## src/rtl/bimodal_btb.sv

```systemverilog
// Direct-mapped branch target buffer with 2-bit saturating direction counters.
// Define BP_GSHARE_EN to XOR a global history register into the table index.
module bimodal_btb #(
    parameter int FETCH_W  = 3,
    parameter int UPD_W    = 2,
    parameter int DEPTH    = 16,
    parameter int TAG_BITS = 8,
    parameter int XLEN     = 32,
    localparam int IDX_BITS  = $clog2(DEPTH),
    localparam int LANE_BITS = (FETCH_W > 1) ? $clog2(FETCH_W) : 1
) (
    input  logic                          clock,
    input  logic                          reset,
    input  logic [FETCH_W-1:0]            fetch_EN,
    input  logic [FETCH_W-1:0][XLEN-1:0]  fetch_pc,
    output logic [FETCH_W-1:0]            predict_direction,
    output logic [FETCH_W-1:0][XLEN-1:0]  predict_pc,
    output logic                          taken_any,
    output logic [LANE_BITS-1:0]          taken_idx,
    input  logic [UPD_W-1:0]              update_EN,
    input  logic [UPD_W-1:0][XLEN-1:0]    update_pc,
    input  logic [UPD_W-1:0]              update_direction,
    input  logic [UPD_W-1:0][XLEN-1:0]    update_target,
    input  logic                          flush_EN
);

    logic                valid_q  [DEPTH];
    logic [TAG_BITS-1:0] tag_q    [DEPTH];
    logic [1:0]          ctr_q    [DEPTH];
    logic [XLEN-1:0]     target_q [DEPTH];

    logic [IDX_BITS-1:0] hist;

`ifdef BP_GSHARE_EN
    logic [IDX_BITS-1:0] ghr_q, ghr_d;

    assign hist = ghr_q;

    // History shifts once per enabled port, lowest port first.
    always_comb begin
        ghr_d = ghr_q;
        for (int p = 0; p < UPD_W; p++) begin
            if (update_EN[p]) ghr_d = {ghr_d[IDX_BITS-2:0], update_direction[p]};
        end
    end

    always_ff @(posedge clock or negedge reset) begin
        if (!reset)        ghr_q <= '0;
        else if (flush_EN) ghr_q <= '0;
        else               ghr_q <= ghr_d;
    end
`else
    assign hist = '0;
`endif

    logic [FETCH_W-1:0][IDX_BITS-1:0] f_idx;
    logic [FETCH_W-1:0]               f_hit;

    always_comb begin
        for (int i = 0; i < FETCH_W; i++) begin
            f_idx[i] = fetch_pc[i][IDX_BITS+1:2] ^ hist;
            f_hit[i] = valid_q[f_idx[i]] &&
                       (tag_q[f_idx[i]] == fetch_pc[i][TAG_BITS+IDX_BITS+1:IDX_BITS+2]);
            predict_direction[i] = fetch_EN[i] && f_hit[i] && ctr_q[f_idx[i]][1];
            predict_pc[i] = predict_direction[i] ? target_q[f_idx[i]]
                                                 : fetch_pc[i] + XLEN'(4);
        end
    end

    always_comb begin
        taken_any = 1'b0;
        taken_idx = '0;
        for (int i = FETCH_W - 1; i >= 0; i--) begin
            if (predict_direction[i]) begin
                taken_any = 1'b1;
                taken_idx = LANE_BITS'(i);
            end
        end
    end

    logic [UPD_W-1:0][IDX_BITS-1:0] u_idx;
    logic [UPD_W-1:0][TAG_BITS-1:0] u_tag;
    logic [UPD_W-1:0]               u_hit;
    logic [UPD_W-1:0]               u_win;

    always_comb begin
        for (int p = 0; p < UPD_W; p++) begin
            u_idx[p] = update_pc[p][IDX_BITS+1:2] ^ hist;
            u_tag[p] = update_pc[p][TAG_BITS+IDX_BITS+1:IDX_BITS+2];
            u_hit[p] = valid_q[u_idx[p]] && (tag_q[u_idx[p]] == u_tag[p]);
        end
        // A port is dropped when any higher enabled port targets the same index.
        for (int p = 0; p < UPD_W; p++) begin
            u_win[p] = update_EN[p];
            for (int q = p + 1; q < UPD_W; q++) begin
                if (update_EN[q] && (u_idx[q] == u_idx[p])) u_win[p] = 1'b0;
            end
        end
    end

    logic unused_pc_bits;
    assign unused_pc_bits = ^update_pc;

    always_ff @(posedge clock or negedge reset) begin
        if (!reset) begin
            for (int d = 0; d < DEPTH; d++) begin
                valid_q[d]  <= 1'b0;
                tag_q[d]    <= '0;
                ctr_q[d]    <= 2'b01;
                target_q[d] <= '0;
            end
        end else if (flush_EN) begin
            for (int d = 0; d < DEPTH; d++) valid_q[d] <= 1'b0;
        end else begin
            for (int p = 0; p < UPD_W; p++) begin
                if (u_win[p]) begin
                    if (u_hit[p]) begin
                        if (update_direction[p]) begin
                            if (ctr_q[u_idx[p]] != 2'b11)
                                ctr_q[u_idx[p]] <= ctr_q[u_idx[p]] + 2'd1;
                            target_q[u_idx[p]] <= update_target[p];
                        end else if (ctr_q[u_idx[p]] != 2'b00) begin
                            ctr_q[u_idx[p]] <= ctr_q[u_idx[p]] - 2'd1;
                        end
                    end else if (update_direction[p]) begin
                        valid_q[u_idx[p]]  <= 1'b1;
                        tag_q[u_idx[p]]    <= u_tag[p];
                        ctr_q[u_idx[p]]    <= 2'b10;
                        target_q[u_idx[p]] <= update_target[p];
                    end
                end
            end
        end
    end

endmodule

```

## config.mk

```make
export PLATFORM = sky130hd
export DESIGN_NAME = bimodal_btb
export DESIGN_NICKNAME = d
export VERILOG_FILES = /design/src/rtl/bimodal_btb.sv
export SDC_FILE = /design/constraint.sdc
export NUM_CORES = 2
export LEC_CHECK = 0
export CAP_MARGIN = 20
export CORE_MARGIN = 8
export CORE_UTILIZATION = 35
export CTS_CLUSTER_DIAMETER = 80
export CTS_CLUSTER_SIZE = 12
export DETAILED_ROUTE_END_ITERATION = 10
export PLACE_DENSITY_LB_ADDON = 0.12
export RECOVER_POWER = 25
export SLEW_MARGIN = 20
export SYNTH_ARGS = -nofsm -noshare
export SYNTH_HDL_FRONTEND = slang
export SYNTH_SLANG_ARGS = --single-unit
```

## constraint.sdc

```tcl
create_clock -name clock -period 6.8 [get_ports clock]
set_clock_uncertainty 0.1 [all_clocks]
set_input_delay 1.7 -clock clock [delete_from_list [all_inputs] [get_ports clock]]
set_output_delay 1.7 -clock clock [all_outputs]
set_load 0.05 [all_outputs]
```

### Word-level counts from Yosys, hierarchy flattened

Index checks and enable logic that the tools add are counted.

* flip-flop bits (word level): 688
* latch bits: 0
* bits in writable memories: 0
* bits in read-only memories: 0
* input bits: 234
* output and inout port bits: 102
* word-level logic and storage cells: 236
* memories kept: 0

* add/sub/neg operators: 7
* multiply operators: 0
* divide/modulo/power cells: 0
* magnitude comparators: 7
* equal/unequal tests: 8
* shift operators: 0
* mux-type cells: 121
* bitwise operators: 13
* reductions and logical operators: 16

Operators with widths (count)
* $mux 512: 5
* $bwmux 512: 2
* $mux 128: 7
* $mux 32: 24
* $bmux 32 s4: 3
* $bwmux 128: 2
* $demux 32 s4: 2
* $bmux 8 s4: 5
* $bwmux 32: 4
* $mux 16: 8
* $add 32x3->32 const B: 3
* $mux 8: 12
* $demux 8 s4: 2
* $or 16x16->16: 4
* $bmux 2 s4: 5
* $eq 8x8->1: 5
* $and 16x16->16: 2
* $not 16->16: 2
* $mux 2: 15
* $ge 5x5->1 const B: 5
* $not 4->5: 5
* $bmux 1 s4: 5
* $demux 2 s4: 2
* $mux 1: 16
* 8 further kinds: 27

### Logic depth before layout (Yosys ltp)

* depth in word-level cells: 16
* mapped depth: 20
* depth with buffers taken out: 13

### Worst setup path after synthesis

OpenSTA, ideal clock, no wires.

* path kind: input -> output
* from: input port fetch_pc[34] (netlist bit)
* to: output port predict_pc[34] (netlist bit)
* data arrival time: 5.093 ns
* data required time: 5.000 ns
* slack: -0.093 ns
* stages: 10
* buffers on the path: 4
* path through: buf_2 > clkbuf_1 > mux4_2 > mux4_2 > xnor2_1 > nand3_1 > nor4_2 > buf_2 > buf_2 > o21ai_0

RTL lines
* start, declared: RTL line 15 `input logic [FETCH_W-1:0][XLEN-1:0] fetch_pc,`
* end, declared: RTL line 17 `output logic [FETCH_W-1:0][XLEN-1:0] predict_pc,`

==> report_table.html <==
<table>
<tr><th>Metric</th><th>Value</th></tr>
<tr><th colspan="2">Clock tree</th></tr>
<tr><td>Count of clock tree sinks</td><td>688</td></tr>
<tr><td>Clock-pin slew on the worst setup and hold paths</td><td>0.06 ns</td></tr>
<tr><td>Clock tree from TritonCTS</td><td>yes</td></tr>
<tr><td>Level count of the clock H-tree</td><td>3</td></tr>
<tr><td>Maximum number of buffers from clock root to sink</td><td>3</td></tr>
<tr><td>CTS Hold Bufs</td><td>0</td></tr>
<tr><td>Skew-Pair Late Insertion Delay</td><td>0.70 ns</td></tr>
<tr><td>Number of CTS-inserted buffers</td><td>72</td></tr>
<tr><td>Root Buffer</td><td>sky130_fd_sc_hd__clkbuf_16</td></tr>
<tr><th colspan="2">Flow run</th></tr>
<tr><td>Count of max-cap constraint violations</td><td>1</td></tr>
<tr><th colspan="2">Power and ir drop</th></tr>
<tr><td>Leak pwr</td><td>0.02306 uW</td></tr>
<tr><td>Switch share</td><td>0.3648</td></tr>
<tr><td>Pwr/cell area</td><td>261.6 nW/um^2</td></tr>
<tr><td>Max IR drop VDD</td><td>0.0002188 V</td></tr>
<tr><td>Total net switching power</td><td>5869 uW</td></tr>
<tr><td>Part of the total power dissipated in sequential elements</td><td>0.394</td></tr>
<tr><td>Relative contribution of the clock network to total power</td><td>0.258</td></tr>
<tr><td>Power Internal</td><td>10220 uW</td></tr>
<tr><td>Logic gate share of total power</td><td>0.347</td></tr>
<tr><td>Overall Power</td><td>16090 uW</td></tr>
<tr><th colspan="2">Yosys</th></tr>
<tr><td>Share of the synthesized netlist area taken by xor and xnor gates</td><td>0.02044</td></tr>
<tr><td>Post-synth top area share</td><td>0.3217</td></tr>
<tr><td>Most repeated cell in the gate-level netlist after synthesis</td><td>sky130_fd_sc_hd__dfrtp_1</td></tr>
<tr><td>Net count after synthesis</td><td>5216</td></tr>
<tr><td>Biggest area contributors in the synthesized netlist</td><td>sky130_fd_sc_hd__dfrtp_1 (32%), sky130_fd_sc_hd__mux4_2 (29%), sky130_fd_sc_hd__o22ai_1 (5.8%)</td></tr>
<tr><td>Seq/Total Area, Yosys</td><td>0.3298</td></tr>
<tr><td>Library cell occupying the most area in the post-synthesis netlist</td><td>sky130_fd_sc_hd__dfrtp_1</td></tr>
<tr><td>Cell area after technology mapping</td><td>52270 um^2</td></tr>
<tr><td>Total number of yosys warnings</td><td>0</td></tr>
<tr><td>Async S/R FF share, synth</td><td>1.000</td></tr>
<tr><td>Area fraction in compound gates after synthesis</td><td>0.1868</td></tr>
<tr><td>Dominant combinational cell family by area after synthesis</td><td>multiplexers</td></tr>
<tr><td>#FFs+latches synth</td><td>688</td></tr>
<tr><td>Post-Synthesis Cells</td><td>4975</td></tr>
<tr><td>Post-synthesis mux area share</td><td>0.3086</td></tr>
<tr><td>Number of enable flip-flop cells after synthesis</td><td>0</td></tr>
<tr><td>List of most frequent post-synthesis cells</td><td>sky130_fd_sc_hd__dfrtp_1 (672), sky130_fd_sc_hd__mux4_2 (668), sky130_fd_sc_hd__nor2_1 (640)</td></tr>
<tr><td>Syn Area/Cell</td><td>10.51 um^2</td></tr>
<tr><td>Fraction of the mapped netlist area in adder cells</td><td>0.001676</td></tr>
<tr><td>Primary FF master, synth</td><td>sky130_fd_sc_hd__dfrtp_1</td></tr>
<tr><td>Distinct cells, synth</td><td>74</td></tr>
<tr><td>Simple-gate area share of the yosys netlist</td><td>0.09525</td></tr>
<tr><th colspan="2">Route</th></tr>
<tr><td>Remaining design rule violation count</td><td>0</td></tr>
<tr><td>Number of antenna-violating nets in the routed design</td><td>0</td></tr>
<tr><td>Vias per cell</td><td>7.117</td></tr>
<tr><td>Final wirelength</td><td>280.4 mm</td></tr>
<tr><td>Routed vias</td><td>50310</td></tr>
<tr><td>Per-cell routed wire length</td><td>39.66 um</td></tr>
<tr><td>First-pass iteration count of the detailed router</td><td>10</td></tr>
<tr><td>DRT iter0 DRCs</td><td>7634</td></tr>
<tr><th colspan="2">STA</th></tr>
<tr><td>Share of the clock period used by the worst path</td><td>0.9907</td></tr>
<tr><td>Number of setup violations in the final report</td><td>0</td></tr>
<tr><td>Worst Max-Slew Pin Slew</td><td>4.899 ns</td></tr>
<tr><td>Hold Vio Cnt, Final</td><td>0</td></tr>
<tr><td>Final min period</td><td>6.737 ns</td></tr>
<tr><td>RSZ-0062 raised after global routing</td><td>true</td></tr>
<tr><td>Accumulated negative setup slack</td><td>0 ns</td></tr>
<tr><td>Worst slew margin relative to its limit</td><td>-2.266</td></tr>
<tr><td>Max-slew violations</td><td>80</td></tr>
<tr><td>Achievable frequency</td><td>0.1484 GHz</td></tr>
<tr><td>Setup ws final</td><td>0.06350 ns</td></tr>
<tr><td>Minimum hold slack</td><td>0.3903 ns</td></tr>
<tr><th colspan="2">Worst setup path</th></tr>
<tr><td>Biggest cell delay along the critical path</td><td>0.59 ns</td></tr>
<tr><td>Highest fanout seen on the critical path</td><td>7</td></tr>
<tr><td>Worst path bufs/invs</td><td>5</td></tr>
<tr><td>Cell-by-cell listing of the critical path</td><td>buf_8 &gt; clkbuf_16 &gt; buf_4 &gt; mux4_2 &gt; mux4_2 &gt; xor2_1 &gt; nand4b_1 &gt; or4_1 &gt; buf_12 &gt; mux2_1 &gt; buf_4</td></tr>
<tr><td>Worst setup path class</td><td>primary input to output pin</td></tr>
<tr><td>Critical path's top delay family</td><td>multiplexers</td></tr>
<tr><td>CP endpoint kind</td><td>output pin</td></tr>
<tr><td>Required time of the critical path</td><td>5.00 ns</td></tr>
<tr><td>Library cell contributing the largest single delay on the critical path</td><td>sky130_fd_sc_hd__or4_1</td></tr>
<tr><td>Critical Path Start Type</td><td>primary input</td></tr>
<tr><td>Worst path arrival time</td><td>4.94 ns</td></tr>
<tr><th colspan="2">Floorplan</th></tr>
<tr><td>Initial standard-cell utilization of the core</td><td>0.3506</td></tr>
<tr><td>Boundary Pins</td><td>336</td></tr>
<tr><td>Core region area</td><td>149100 um^2</td></tr>
<tr><td>DIE HEIGHT</td><td>402.4 um</td></tr>
<tr><td>Die outline area</td><td>162000 um^2</td></tr>
<tr><td>Total number of placement rows</td><td>142</td></tr>
<tr><td>DIE WIDTH</td><td>402.4 um</td></tr>
<tr><th colspan="2">Cells and area</th></tr>
<tr><td>Number of nets at the end of the flow</td><td>5325</td></tr>
<tr><td>Layout Cells excl Fill</td><td>7069</td></tr>
<tr><td>Synthesis-to-layout area growth</td><td>17.67%</td></tr>
<tr><td># fillers</td><td>14340</td></tr>
<tr><td>Fraction of layout cells with a size suffix above 1</td><td>0.2630</td></tr>
<tr><th colspan="2">Place</th></tr>
<tr><td>Number of placed instances with taps included</td><td>6950</td></tr>
<tr><td>RePlAce Congestion</td><td>0.9513</td></tr>
<tr><td>Setup slack at placement</td><td>0.003211 ns</td></tr>
<tr><td>IO buf count</td><td>295</td></tr>
<tr><td>Placed wire-length estimate after detailed placement</td><td>180.0 mm</td></tr>
<tr><th colspan="2">GRT</th></tr>
<tr><td>Total global routing track utilization</td><td>0.3318</td></tr>
<tr><td>Antenna violations before repair</td><td>22</td></tr>
<tr><td>Global route overflow</td><td>0</td></tr>
<tr><td>First-pass GRT wire length</td><td>389.1 mm</td></tr>
<tr><td>Via count of the first global-routing pass</td><td>48750</td></tr>
<tr><td>Pin count of the biggest net entering global routing</td><td>139</td></tr>
<tr><th colspan="2">Run status</th></tr>
<tr><td>Run status</td><td>complete, but fails checks</td></tr>
<tr><td>Violations in the final reports</td><td>max-capacitance violations, max-slew violations</td></tr>
<tr><th colspan="2">Worst hold path</th></tr>
<tr><td>Class of the tightest hold or removal check</td><td>flop to flop</td></tr>
</table>
metal layers:
metal  routed length, um  GRT usage
met5                 149   0.005945
met4               15730     0.1584
met3               40430     0.1252
met2              117400     0.4703
met1              106700     0.4460
registers in the layout (all words and copies together) (netlist names):
name,flops
tag_q,128
ctr_q,32
target_q,512
valid_q,16
layout make-up:
cell class | count | area, um^2 | share of cell area
diodes | 19 | 47.55 | 0.0007731
clock buffers | 78 | 1887 | 0.03068
clock inverters | 18 | 304.0 | 0.004944
inverters | 153 | 581.8 | 0.009460
multi-input cells | 3554 | 32390 | 0.5267
flip-flops and latches | 688 | 17240 | 0.2803
well taps | 1944 | 2432 | 0.03955
repair buffers | 615 | 6620 | 0.1076
cell usage in the layout, fill, tap and decap left out, types with 8 or more instances in the layout:
master and instances:
sky130_fd_sc_hd__a211o_1 14, sky130_fd_sc_hd__a21oi_1 523, sky130_fd_sc_hd__a21oi_4 16, sky130_fd_sc_hd__a222oi_1 128
sky130_fd_sc_hd__a22oi_1 46, sky130_fd_sc_hd__a31oi_1 19, sky130_fd_sc_hd__and3_1 27, sky130_fd_sc_hd__and4_1 8
sky130_fd_sc_hd__buf_12 119, sky130_fd_sc_hd__buf_4 303, sky130_fd_sc_hd__clkbuf_16 76, sky130_fd_sc_hd__clkdlybuf4s50_1 171
sky130_fd_sc_hd__dfrtp_1 672, sky130_fd_sc_hd__dfstp_2 16, sky130_fd_sc_hd__diode_2 19, sky130_fd_sc_hd__inv_1 149
sky130_fd_sc_hd__mux2_2 25, sky130_fd_sc_hd__mux2i_1 76, sky130_fd_sc_hd__mux4_2 668, sky130_fd_sc_hd__nand2_1 202
sky130_fd_sc_hd__nand2_2 18, sky130_fd_sc_hd__nand2b_1 59, sky130_fd_sc_hd__nand3_1 40, sky130_fd_sc_hd__nand3_2 14
sky130_fd_sc_hd__nand4_1 23, sky130_fd_sc_hd__nor2_1 634, sky130_fd_sc_hd__nor2b_1 14, sky130_fd_sc_hd__nor3_1 42
sky130_fd_sc_hd__o21ai_0 76, sky130_fd_sc_hd__o21ai_1 10, sky130_fd_sc_hd__o21ai_2 17, sky130_fd_sc_hd__o221ai_1 13
sky130_fd_sc_hd__o22a_1 105, sky130_fd_sc_hd__o22ai_1 487, sky130_fd_sc_hd__o41a_1 9, sky130_fd_sc_hd__or3_1 16
sky130_fd_sc_hd__xnor2_1 67, sky130_fd_sc_hd__xor2_1 53
tightest hold or removal path, cell delays in order (launching register included):
cell and delay (ns):
sky130_fd_sc_hd__dfstp_2 0.38, sky130_fd_sc_hd__nand2_1 0.05, sky130_fd_sc_hd__a22oi_1 0.05
final timing paths:
kind / from / cells past startpoint / slack (ns) / endpoint
min in group asynchronous: reset / 1 / 2.82 / target_q[103]
worst max register to register: tag_q[45] / 9 / 2.85 / ctr_q[6]
worst max-delay path: fetch_pc[66] / 11 / 0.06 / predict_pc[82]
worst min register to register: ctr_q[26] / 2 / 0.39 / ctr_q[26]
worst min-delay path: ctr_q[26] / 2 / 0.39 / ctr_q[26]
max in group asynchronous: reset / 2 / 0.75 / tag_q[120]
through the flow:
step / cell area (um^2) / util
floorplan: 52270 / -
global placement: 59130 / 0.3967
detailed placement: 59140 / 0.3967
CTS: 61340 / 0.4115
global route: 61480 / 0.4124
finish: 61500 / 0.4126
what timing repair did:
action / CTS / global route
gates cloned: 0 / 2
endpoints found under the hold margin: 0 / 0
pin swaps: 0 / 0
resized for setup: 2 / 12
setup endpoints to repair: 2 / 33
buffers inserted: 0 / 1
power groups by stage:
stage | Combinational, uW | Sequential [uW] | Clock, uW
4_1_cts | 5460 | 6280 | 4190
6_report | 5590 | 6350 | 4160
5_1_grt | 5880 | 6470 | 4310
3_3_place_gp | 5380 | 6270 | 0
2_1_floorplan | 3770 | 5910 | 0
3_5_place_dp | 5440 | 6350 | 0
logic make-up after synthesis:
family | count (synthesis)
buf+inv | 733
fa+ha+maj | 7
xor+xnor | 122
simple gates | 1140
compound gates | 1512
flops | 688
mux | 773
No activity file was read; power rests on OpenSTA's default activity.
